File: config.mk
export PLATFORM = sky130hd
export DESIGN_NAME = id_ex_stage_flat
export DESIGN_NICKNAME = d
export VERILOG_FILES = /design/src/rtl/id_ex_stage_if.sv /design/src/rtl/id_ex_stage.sv /design/src/flat_wrapper.sv
export SDC_FILE = /design/constraint.sdc
export NUM_CORES = 1
export LEC_CHECK = 0
export CORE_AREA = 2 2 206 208
export CTS_CLUSTER_DIAMETER = 30
export DETAILED_ROUTE_END_ITERATION = 10
export DIE_AREA = 0 0 208 210
export GPL_TIMING_DRIVEN = 0
export PLACE_DENSITY = 0.54
export SETUP_SLACK_MARGIN = 0.4
export SLEW_MARGIN = 40
export SYNTH_ARGS = -nofsm -noshare
export SYNTH_HDL_FRONTEND = slang
export SYNTH_SLANG_ARGS = --single-unit
File: constraint.sdc
create_clock -name clock -period 4 [get_ports clock]
set_input_delay 1 -clock clock [delete_from_list [all_inputs] [get_ports clock]]
set_output_delay 1 -clock clock [all_outputs]
set_load 0.05 [all_outputs]
File: src/rtl/id_ex_stage_if.sv
// ID/EX stage bus: the decode slot, EX-stage kill/freeze controls, the writeback
// port and the registered EX outputs.
// The master modport drives the decode side; the slave modport is the stage itself.
interface id_ex_stage_if #(
  parameter int unsigned CTRL_W = 8,
  parameter int unsigned CNT_W  = 16
);
  // Decode slot
  logic              id_valid;
  logic [4:0]        id_rn;
  logic [4:0]        id_rm;
  logic              id_uses_rm;
  logic [4:0]        id_rd;
  logic [63:0]       id_data1;
  logic [63:0]       id_data2;
  logic [63:0]       id_imm;
  logic              id_memread;
  logic              id_regwrite;
  logic [CTRL_W-1:0] id_ctrl;

  // EX-stage controls
  logic              ex_flush;
  logic              ex_hold;

  // Register file write port (observed for the bypass)
  logic              wb_regwrite;
  logic [4:0]        wb_reg;
  logic [63:0]       wb_data;

  // Outputs
  logic              stall_out;
  logic              ex_valid;
  logic              ex_memread;
  logic              ex_regwrite;
  logic [4:0]        ex_rn;
  logic [4:0]        ex_rm;
  logic [4:0]        ex_rd;
  logic [63:0]       ex_a;
  logic [63:0]       ex_b;
  logic [63:0]       ex_imm;
  logic [CTRL_W-1:0] ex_ctrl;
  logic [CNT_W-1:0]  bubble_cnt;

  modport master (
    output id_valid, id_rn, id_rm, id_uses_rm, id_rd, id_data1, id_data2, id_imm,
           id_memread, id_regwrite, id_ctrl, ex_flush, ex_hold,
           wb_regwrite, wb_reg, wb_data,
    input  stall_out, ex_valid, ex_memread, ex_regwrite, ex_rn, ex_rm, ex_rd,
           ex_a, ex_b, ex_imm, ex_ctrl, bubble_cnt
  );

  modport slave (
    input  id_valid, id_rn, id_rm, id_uses_rm, id_rd, id_data1, id_data2, id_imm,
           id_memread, id_regwrite, id_ctrl, ex_flush, ex_hold,
           wb_regwrite, wb_reg, wb_data,
    output stall_out, ex_valid, ex_memread, ex_regwrite, ex_rn, ex_rm, ex_rd,
           ex_a, ex_b, ex_imm, ex_ctrl, bubble_cnt
  );
endinterface

File: src/rtl/id_ex_stage.sv
// ID/EX pipeline register sitting directly behind the register file.
// Captures operands, immediate and decode controls for EX, inserts a single
// bubble on a load-use hazard, applies branch flush and counts inserted bubbles.
// Optional macro ID_EX_WB_BYPASS_EN: forwards the same-cycle register file write
// into the captured operands, because the register file read in the write cycle
// returns the stale value. Without it, the wb_* inputs are ignored.
module id_ex_stage #(
  parameter int unsigned CTRL_W = 8,
  parameter int unsigned CNT_W  = 16
) (
  input logic          clock,
  input logic          reset,
  id_ex_stage_if.slave bus
);

  localparam logic [4:0] Xzr = 5'd31;

  typedef struct packed {
    logic              valid;
    logic              memread;
    logic              regwrite;
    logic [4:0]        rn;
    logic [4:0]        rm;
    logic [4:0]        rd;
    logic [63:0]       a;
    logic [63:0]       b;
    logic [63:0]       imm;
    logic [CTRL_W-1:0] ctrl;
  } ex_reg_t;

  ex_reg_t          ex_q, ex_d, id_slot;
  logic [CNT_W-1:0] cnt_q, cnt_d;
  logic             rn_hit, rm_hit, load_use;
  logic [63:0]      opnd_a, opnd_b;

  // Load-use hazard against the load currently held in EX; XZR never hazards
  always_comb begin
    rn_hit   = (ex_q.rd == bus.id_rn);
    rm_hit   = bus.id_uses_rm & (ex_q.rd == bus.id_rm);
    load_use = bus.id_valid & ex_q.valid & ex_q.memread & (ex_q.rd != Xzr) &
               (rn_hit | rm_hit);
  end

`ifdef ID_EX_WB_BYPASS_EN
  logic wb_live;

  // Same-cycle writeback forwarding; only matters in the cycle the slot is loaded
  always_comb begin
    wb_live = bus.wb_regwrite & (bus.wb_reg != Xzr);
    opnd_a  = (wb_live && (bus.wb_reg == bus.id_rn)) ? bus.wb_data : bus.id_data1;
    opnd_b  = (wb_live && (bus.wb_reg == bus.id_rm)) ? bus.wb_data : bus.id_data2;
  end
`else
  logic unused_wb;

  assign opnd_a    = bus.id_data1;
  assign opnd_b    = bus.id_data2;
  assign unused_wb = ^{bus.wb_regwrite, bus.wb_reg, bus.wb_data};
`endif

  // Decode slot as it would be captured; an invalid slot never reads or writes
  always_comb begin
    id_slot          = '0;
    id_slot.valid    = bus.id_valid;
    id_slot.memread  = bus.id_valid & bus.id_memread;
    id_slot.regwrite = bus.id_valid & bus.id_regwrite;
    id_slot.rn       = bus.id_rn;
    id_slot.rm       = bus.id_rm;
    id_slot.rd       = bus.id_rd;
    id_slot.a        = opnd_a;
    id_slot.b        = opnd_b;
    id_slot.imm      = bus.id_imm;
    id_slot.ctrl     = bus.id_ctrl;
  end

  // Cycle action in priority order: flush, hold, load-use bubble, load
  always_comb begin
    ex_d          = ex_q;
    cnt_d         = cnt_q;
    bus.stall_out = 1'b0;
    if (bus.ex_flush) begin
      ex_d = '0;
    end else if (bus.ex_hold) begin
      bus.stall_out = 1'b1;
    end else if (load_use) begin
      ex_d          = '0;
      bus.stall_out = 1'b1;
      if (!(&cnt_q)) begin
        cnt_d = cnt_q + 1'b1;
      end
    end else begin
      ex_d = id_slot;
    end
    // Outputs are quiet while reset is asserted
    if (reset) begin
      bus.stall_out = 1'b0;
    end
  end

  // EX register and bubble counter, synchronously cleared
  always_ff @(posedge clock) begin
    if (reset) begin
      ex_q  <= '0;
      cnt_q <= '0;
    end else begin
      ex_q  <= ex_d;
      cnt_q <= cnt_d;
    end
  end

  assign bus.ex_valid    = ex_q.valid;
  assign bus.ex_memread  = ex_q.memread;
  assign bus.ex_regwrite = ex_q.regwrite;
  assign bus.ex_rn       = ex_q.rn;
  assign bus.ex_rm       = ex_q.rm;
  assign bus.ex_rd       = ex_q.rd;
  assign bus.ex_a        = ex_q.a;
  assign bus.ex_b        = ex_q.b;
  assign bus.ex_imm      = ex_q.imm;
  assign bus.ex_ctrl     = ex_q.ctrl;
  assign bus.bubble_cnt  = cnt_q;

endmodule
File: src/flat_wrapper.sv
// flat-port wrapper written by rule: the top's interface ports become plain ports
module id_ex_stage_flat 
#(
  parameter int unsigned CTRL_W = 8,
  parameter int unsigned CNT_W  = 16
)
  (clock, reset, bus_id_valid, bus_id_rn, bus_id_rm, bus_id_uses_rm, bus_id_rd, bus_id_data1, bus_id_data2, bus_id_imm, bus_id_memread, bus_id_regwrite, bus_id_ctrl, bus_ex_flush, bus_ex_hold, bus_wb_regwrite, bus_wb_reg, bus_wb_data, bus_stall_out, bus_ex_valid, bus_ex_memread, bus_ex_regwrite, bus_ex_rn, bus_ex_rm, bus_ex_rd, bus_ex_a, bus_ex_b, bus_ex_imm, bus_ex_ctrl, bus_bubble_cnt);
  id_ex_stage_if #(.CTRL_W(CTRL_W), .CNT_W(CNT_W)) bus_i ();
  input logic clock;
  input logic reset;
  input wire logic [$bits(bus_i.id_valid)-1:0] bus_id_valid;
  input wire logic [$bits(bus_i.id_rn)-1:0] bus_id_rn;
  input wire logic [$bits(bus_i.id_rm)-1:0] bus_id_rm;
  input wire logic [$bits(bus_i.id_uses_rm)-1:0] bus_id_uses_rm;
  input wire logic [$bits(bus_i.id_rd)-1:0] bus_id_rd;
  input wire logic [$bits(bus_i.id_data1)-1:0] bus_id_data1;
  input wire logic [$bits(bus_i.id_data2)-1:0] bus_id_data2;
  input wire logic [$bits(bus_i.id_imm)-1:0] bus_id_imm;
  input wire logic [$bits(bus_i.id_memread)-1:0] bus_id_memread;
  input wire logic [$bits(bus_i.id_regwrite)-1:0] bus_id_regwrite;
  input wire logic [$bits(bus_i.id_ctrl)-1:0] bus_id_ctrl;
  input wire logic [$bits(bus_i.ex_flush)-1:0] bus_ex_flush;
  input wire logic [$bits(bus_i.ex_hold)-1:0] bus_ex_hold;
  input wire logic [$bits(bus_i.wb_regwrite)-1:0] bus_wb_regwrite;
  input wire logic [$bits(bus_i.wb_reg)-1:0] bus_wb_reg;
  input wire logic [$bits(bus_i.wb_data)-1:0] bus_wb_data;
  output wire logic [$bits(bus_i.stall_out)-1:0] bus_stall_out;
  output wire logic [$bits(bus_i.ex_valid)-1:0] bus_ex_valid;
  output wire logic [$bits(bus_i.ex_memread)-1:0] bus_ex_memread;
  output wire logic [$bits(bus_i.ex_regwrite)-1:0] bus_ex_regwrite;
  output wire logic [$bits(bus_i.ex_rn)-1:0] bus_ex_rn;
  output wire logic [$bits(bus_i.ex_rm)-1:0] bus_ex_rm;
  output wire logic [$bits(bus_i.ex_rd)-1:0] bus_ex_rd;
  output wire logic [$bits(bus_i.ex_a)-1:0] bus_ex_a;
  output wire logic [$bits(bus_i.ex_b)-1:0] bus_ex_b;
  output wire logic [$bits(bus_i.ex_imm)-1:0] bus_ex_imm;
  output wire logic [$bits(bus_i.ex_ctrl)-1:0] bus_ex_ctrl;
  output wire logic [$bits(bus_i.bubble_cnt)-1:0] bus_bubble_cnt;
  assign bus_i.id_valid = bus_id_valid;
  assign bus_i.id_rn = bus_id_rn;
  assign bus_i.id_rm = bus_id_rm;
  assign bus_i.id_uses_rm = bus_id_uses_rm;
  assign bus_i.id_rd = bus_id_rd;
  assign bus_i.id_data1 = bus_id_data1;
  assign bus_i.id_data2 = bus_id_data2;
  assign bus_i.id_imm = bus_id_imm;
  assign bus_i.id_memread = bus_id_memread;
  assign bus_i.id_regwrite = bus_id_regwrite;
  assign bus_i.id_ctrl = bus_id_ctrl;
  assign bus_i.ex_flush = bus_ex_flush;
  assign bus_i.ex_hold = bus_ex_hold;
  assign bus_i.wb_regwrite = bus_wb_regwrite;
  assign bus_i.wb_reg = bus_wb_reg;
  assign bus_i.wb_data = bus_wb_data;
  assign bus_stall_out = bus_i.stall_out;
  assign bus_ex_valid = bus_i.ex_valid;
  assign bus_ex_memread = bus_i.ex_memread;
  assign bus_ex_regwrite = bus_i.ex_regwrite;
  assign bus_ex_rn = bus_i.ex_rn;
  assign bus_ex_rm = bus_i.ex_rm;
  assign bus_ex_rd = bus_i.ex_rd;
  assign bus_ex_a = bus_i.ex_a;
  assign bus_ex_b = bus_i.ex_b;
  assign bus_ex_imm = bus_i.ex_imm;
  assign bus_ex_ctrl = bus_i.ex_ctrl;
  assign bus_bubble_cnt = bus_i.bubble_cnt;
  id_ex_stage #(.CTRL_W(CTRL_W), .CNT_W(CNT_W)) u_core (.clock(clock), .reset(reset), .bus(bus_i));
endmodule
==> results.py, run 1 <==
metrics = {
    "yosys": {
        "synth_top_family_by_area": "compound AO/OA/AOI/OAI gates",
        "synth_compound_area_share_pct": 26.9,
        "synthCells": 625,
        "synth_top_flop_cell": "dfxtp_1",
        "yosysUniqueCellTypes": 35,
        "synth_edf_count": 0,
        "syn-num-nets": 919,
        "netlist_area_um2": 7670,
        "ys_ff_latch": 234,
        "synthMuxAreaShare_pct": 0.880,
        "synthXorXnorAreaFrac_pct": 1.14,
        "synth_simple_gate_area_share_pct": 5.33,
        "yosys_warnings": 0,
        "seq_area_frac_synth_pct": 61.0,
        "synthAdderAreaFrac_pct": 0.163,
        "avgSynthCellArea_um2": 12.3,
        "async_flop_share_pct": 0,
    },
    "place": {
        "dp_cells": 1622,
        "dp.final_hpwl_um": 22500,
        "gp_congestion": 0.780,
        "io_buffer_count": 457,
        "postPlaceCellArea_um2": 12900,
    },
    "layout": {
        "seq_area_um2": 4680,
        "area_delta_synth_final_pct": 96.8,
        "finalInstanceArea_um2": 15100,
        "final_common_cell": "clkdlybuf4s50_1",
        "final_util_pct": 36.4,
        "fin_cells": 1733,
        "drive_gt1_share_pct": 12.5,
        "final_cell_mix": "clkdlybuf4s50_1 (450), dfxtp_1 (234), a22o_1 (215)",
        "multi_input_area_um2": 2690,
        "final_nets": 1439,
        "fillers": 4096,
    },
    "critical_path": {
        "required_ns": 3.00,
        "critPathTopFamily": "buffers and inverters",
        "critPathKind": "in2out",
        "cp.arrival_ns": 2.52,
        "cp-start-kind": "input pin",
        "critPathCaptureType": "primary output",
        "cp_max_fo": 3,
        "crit_slowest_cell": "clkdlybuf4s50_1",
        "cp_slowest_stage_delay_ns": 0.50,
        "cp_cell_sequence": "clkdlybuf4s50_1, xor2_1, nor3_2, a32oi_4, clkbuf_8, nor2_4, o21a_1, buf_6",
        "critical_path_buf_inv_count": 3,
    },
    "route": {
        "totalWireLength_um": 30400,
        "route.detailed.drc": 0,
        "vias": 7329,
        "ant_nets": 0,
        "first_pass_iters": 5,
        "via_per_inst": 4.23,
        "wl_per_cell_um": 17.6,
        "initialDrtViolationCount": 301,
    },
    "cts": {
        "clock-sinks": 234,
        "clock-root-buffer": "clkbuf_16",
        "clk_latency_ns": 0.57,
        "cts_tree": "yes",
        "postCtsHoldBufs": 0,
        "cts_buffers": 58,
        "htree_levels": 2,
        "clk_path_buf_depth": 3,
        "clk_pin_slew_worst_paths_ns": 0.05,
    },
    "global_routing": {
        "globalRouteOverflowTotal": 0,
        "grt_start_max_net_pins": 15,
        "grt_use_met3_pct": 4.62,
        "grt_pass1_wl_um": 45200,
        "met2_usage_pct": 22.1,
        "grt_util_met1_pct": 15.2,
        "track_usage_pct": 13.2,
        "grt_pass1_vias": 7560,
        "antenna_found_initial": 1,
        "grt-busiest-layer": "met2",
    },
    "die": {
        "die_h_um": 210,
        "die_w_um": 208,
        "core_area_um2": 41500,
        "ios": 528,
        "dieArea_um2": 43700,
        "initial_utilization_pct": 18.5,
        "num_rows": 75,
    },
    "power_and_ir_drop": {
        "p_switching_w": 0.00194,
        "leakagePower_nw": 5.73,
        "power_density_nw_per_um2": 544,
        "p_clk_share_pct": 60.2,
        "seqPwrFrac_pct": 29.9,
        "comb_power_share_pct": 9.9,
        "ir_worst_vdd_mv": 0.306,
        "netSwitchingFraction_pct": 23.6,
        "intPower_w": 0.00628,
    },
    "timing": {
        "period_share_pct": 87.9,
        "tightest_slew_ns": 0.715,
        "finalHoldViolations": 0,
        "slew_viol_final": 0,
        "min_period_ns": 3.52,
        "fmax_mhz": 284,
        "relSlewSlack_pct": 52.3,
        "setup_violations": 0,
        "skew_ns": 0.00931,
        "rsz0062_at_grt": "false",
    },
    "run_status": {
        "status": "finished clean",
    },
    "run": {
        "max-cap-violations": 0,
    },
    "min_path": {
        "holdCritPathClass": "reg2reg",
    },
}
==> power groups by stage <==
stage / clock (W) / combinational (W) / sequential [W]
after global placement: 0 / 0.000812 / 0.00249
after CTS: 0.00505 / 0.000823 / 0.00246
after detailed placement: 0 / 0.000815 / 0.00250
after floorplan: 0 / 0.000139 / 0.00274
after global routing: 0.00516 / 0.000852 / 0.00246
final: 0.00495 / 0.000816 / 0.00246
==> layout make-up <==
| class | instances | area share (%) |
|---|---|---|
| inverters | 4 | 0.0994 |
| diodes | 1 | 0.0166 |
| clock inverters | 36 | 3.18 |
| well taps | 539 | 4.46 |
| flip-flops and latches | 234 | 31.0 |
| multi-input cells | 334 | 17.8 |
| clock buffers | 72 | 10.7 |
| repair buffers | 460 | 30.4 |
| plain buffers | 53 | 2.29 |
==> worst paths after layout <==
path	startpoint	end	slack, ns	cells after the start
min reg2reg	u_core.bus.ex_imm[6]	u_core.bus.ex_imm[6]	0.47	1
max reg2reg	u_core.bus.ex_rd[4]	u_core.bus.ex_imm[1]	1.50	9
min	u_core.bus.ex_imm[6]	u_core.bus.ex_imm[6]	0.47	1
max	bus_id_rn[0]	bus_stall_out	0.48	8
==> per-stage QoR <==
stage | worst slack [ns] | power, W | hold slack, ns | TNS (ns)
after floorplan | 0.538 | 0.00288 | 0.708 | 0
after detailed placement | -0.866 | 0.00331 | 0.453 | -0.866
after CTS | 0.410 | 0.00833 | 0.470 | 0
final | 0.484 | 0.00822 | 0.466 | 0
after global placement | -0.885 | 0.00331 | 0.455 | -60.91
after global routing | 0.418 | 0.00847 | 0.479 | 0
==> registers in the layout, summed over array words and instances, names as in the netlist <==
signal and flops:
u_core.bus.bubble_cnt 16, u_core.bus.ex_a 64, u_core.bus.ex_b 64, u_core.bus.ex_ctrl 8
u_core.bus.ex_imm 64, u_core.bus.ex_memread 1, u_core.bus.ex_rd 5, u_core.bus.ex_regwrite 1
u_core.bus.ex_rm 5, u_core.bus.ex_rn 5, u_core.bus.ex_valid 1
==> logic make-up (layout without fill, tap and decap cells) <==
group,Yosys count,count (layout)
AO/OA/AOI/OAI,243,243
flip-flops,234,234
AND/OR/NAND/NOR,74,74
buffers and inverters,57,625
XOR/XNOR,10,10
multiplexers,6,6
adder cells (fa/ha/maj),1,1
other,0,1
==> layer usage <==
layer / wire, µm / vias to the layer above
li1: - / 3480
met1: 12500 / 3442
met2: 14500 / 340
met5: 0 / -
met4: 929 / 0
met3: 2490 / 67
==> cells in the mapped netlist (2+ instances only) <==
library cell	instances	share of area [%]
buf_6	16	2.3
clkbuf_1	27	1.3
o21ai_0	8	0.52
nand4_1	11	0.90
a21oi_1	10	0.65
inv_1	4	0.20
nor3_1	11	0.72
nor2_1	14	0.68
or3_1	6	0.49
o21a_1	2	0.20
a22o_1	215	25
nor4_1	3	0.24
dfxtp_1	234	61
buf_2	9	0.59
nand2_1	7	0.34
nand3_1	9	0.59
mux2_1	4	0.59
nor2b_1	5	0.41
mux2_2	2	0.29
or4_1	3	0.29
o31ai_1	3	0.29
xor2_1	9	1.0
==> repair_timing <==
action / in CTS / in global routing
pin swaps: 3 / 4
endpoints found under the setup margin: 1 / 1
resized for setup: 19 / 6
buffers inserted: 2 / 0
Note: power is estimated with default switching activity, not from simulation.
==> run 2, diff against run 1 <==
--- a/config.mk
+++ b/config.mk
@@ -10,8 +10,9 @@
 export DETAILED_ROUTE_END_ITERATION = 10
 export DIE_AREA = 0 0 208 210
 export GPL_TIMING_DRIVEN = 0
-export PLACE_DENSITY = 0.54
+export PLACE_DENSITY_LB_ADDON = 0.2
 export SETUP_SLACK_MARGIN = 0.4
+export SKIP_LAST_GASP = 1
 export SLEW_MARGIN = 40
 export SYNTH_ARGS = -nofsm -noshare
 export SYNTH_HDL_FRONTEND = slang
==> run 2 against run 1 <==
Effect of this change: maximum frequency is 0.95% lower; core utilization is 0.52 points higher; combinational power hardly changed; clock-buffer cell count is 17 higher; register-to-register slack worse by 0.02 ns.
==> results.py, run 2 (synthesis gave the netlist of run 1 again) <==
metrics = {
    "route": {
        "first_pass_iters": 4,
        "initialDrtViolationCount": 314,
        "via_per_inst": 4.14,
        "vias": 7210,
        "wl_per_cell_um": 17.7,
        "ant_nets": 0,
        "totalWireLength_um": 30800,
        "route.detailed.drc": 0,
    },
    "place": {
        "dp_cells": 1623,
        "gp_congestion": 0.788,
        "io_buffer_count": 457,
        "dp.final_hpwl_um": 22900,
        "postPlaceCellArea_um2": 12900,
    },
    "min_path": {
        "holdCritPathClass": "reg2reg",
        "holdCritStartpoint": "u_core.bus.ex_imm[17]",
    },
    "cts": {
        "htree_levels": 3,
        "postCtsHoldBufs": 0,
        "clk_path_buf_depth": 3,
        "clock-root-buffer": "clkbuf_16",
        "cts_buffers": 66,
        "clk_latency_ns": 0.54,
        "clk_pin_slew_worst_paths_ns": 0.04,
        "cts_tree": "yes",
        "clock-sinks": 234,
    },
    "power_and_ir_drop": {
        "seqPwrFrac_pct": 28.5,
        "power_density_nw_per_um2": 564,
        "leakagePower_nw": 5.89,
        "intPower_w": 0.00665,
        "comb_power_share_pct": 9.4,
        "ir_worst_vdd_mv": 0.267,
        "netSwitchingFraction_pct": 23.0,
        "p_switching_w": 0.00199,
        "p_clk_share_pct": 62.1,
    },
    "critical_path": {
        "critPathKind": "in2out",
        "ff2ff_path_depth": 9,
        "reg2reg_to": "u_core.bus.ex_imm[1]",
        "cp-start-kind": "input pin",
        "r2r_start": "u_core.bus.ex_rd[4]",
        "cp_max_fo": 3,
        "r2r_setup_slack_ns": 1.48,
        "critPathCaptureType": "primary output",
        "cp-startpoint": "bus_id_rn[1]",
        "required_ns": 3.00,
        "cp.arrival_ns": 2.55,
        "crit_path_end": "bus_stall_out",
    },
    "layout": {
        "final_common_cell": "clkdlybuf4s50_1",
        "fillers": 4079,
        "fin_cells": 1742,
        "finalInstanceArea_um2": 15300,
        "final_cell_mix": "clkdlybuf4s50_1 (448), dfxtp_1 (234), a22o_1 (215)",
        "antenna_cells": 0,
        "final_nets": 1448,
        "drive_gt1_share_pct": 12.9,
        "area_delta_synth_final_pct": 99.6,
    },
    "die": {
        "num_rows": 75,
        "ios": 528,
        "initial_utilization_pct": 18.5,
        "die_w_um": 208,
        "dieArea_um2": 43700,
        "die_h_um": 210,
        "core_area_um2": 41500,
    },
    "global_routing": {
        "antenna_found_initial": 1,
        "grt_pass1_vias": 7475,
        "track_usage_pct": 13.5,
        "globalRouteOverflowTotal": 0,
        "grt_pass1_wl_um": 45700,
        "grt_start_max_net_pins": 11,
    },
    "run_status": {
        "status": "finished clean",
    },
    "timing": {
        "period_share_pct": 88.7,
        "setup_violations": 0,
        "finalHoldViolations": 0,
        "rsz0062_at_grt": "false",
        "tightest_slew_ns": 0.643,
        "relSlewSlack_pct": 57.0,
        "skew_ns": 0.0195,
        "slew_viol_final": 0,
        "fmax_mhz": 282,
        "min_period_ns": 3.55,
        "fin_hold_ws_ns": 0.465,
    },
    "run": {
        "max-cap-violations": 0,
    },
}
run 2: cell count changes in the layout (fill, tap and decap cells not counted), sizes merged:
cell	delta
bufinv	-2
clkinv	-1
buf	+1
diode	-1
clkinvlp	-8
clkbuf	+17
clkdlybuf4s50	-2
dlymetal6s2s	+2
inv	+3
run 2: power groups by stage:
stage / clock network, W / logic, W / registers, W
global route: 0.00561 / 0.000850 / 0.00247
floorplan: 0 / 0.000139 / 0.00274
CTS: 0.00548 / 0.000820 / 0.00246
detailed placement: 0 / 0.000812 / 0.00250
finish: 0.00536 / 0.000813 / 0.00246
global placement: 0 / 0.000811 / 0.00250
run 2: how the worst min path moves through the flow:
stage / cells after the start / endpoint
after detailed placement: 1 / u_core.bus.ex_b[1]
final: 1 / u_core.bus.ex_imm[17]
after floorplan: 2 / u_core.bus.ex_regwrite
after global routing: 1 / u_core.bus.ex_a[48]
after global placement: 1 / u_core.bus.ex_imm[30]
after CTS: 1 / u_core.bus.ex_a[55]
run 2: metrics by stage:
step           setup WS (ns)  TNS [ns]  util, %  power, W
4_1_cts                0.417         0     36.9   0.00876
2_1_floorplan          0.538         0        -   0.00288
5_1_grt                0.410         0     36.9   0.00893
3_3_place_gp          -0.800    -76.61     31.2   0.00331
3_5_place_dp          -0.814    -0.814     31.2   0.00331
6_report               0.450         0     36.9   0.00863
run 2: area by class of cell:
class	count	area (µm²)	share of cell area, %
flip-flops and latches	234	4680	30.6
multi-input cells	334	2690	17.6
inverters	4	15.0	0.0980
clock inverters	28	385	2.52
clock buffers	89	1920	12.5
repair buffers	461	4600	30.0
plain buffers	53	344	2.25
well taps	539	674	4.40
run 2: worst max-delay path: stages:
cell	delay (ns)
clkdlybuf4s50_1	0.52
xor2_1	0.19
nor3_2	0.07
a32oi_4	0.19
clkbuf_8	0.19
nor2_4	0.04
o21a_1	0.19
buf_6	0.15
run 2: timing repair:
action	in CTS	in global routing
resized for setup	20	7
endpoints found under the setup margin	1	1
hold endpoints to repair	0	0
pin swaps	3	3
cloned	0	0
setup buffers	2	0
run 2: per-layer routing:
metal  GRT usage (%)  share of wire [%]  vias to the layer above
li1                -                  -                     3501
met1            15.7                 42                     3339
met2            22.4                 48                      318
met3            5.14                7.6                       50
met4            5.67                2.4                        2
met5               0              0.039                        -
==> run 3, diff against run 2 <==
--- a/config.mk
+++ b/config.mk
@@ -5,6 +5,7 @@
 export SDC_FILE = /design/constraint.sdc
 export NUM_CORES = 1
 export LEC_CHECK = 0
+export CAP_MARGIN = 5
 export CORE_AREA = 2 2 206 208
 export CTS_CLUSTER_DIAMETER = 30
 export DETAILED_ROUTE_END_ITERATION = 10
==> results of run 3 <==
No change in the layout: final DEF, timing and power equal those of run 2.
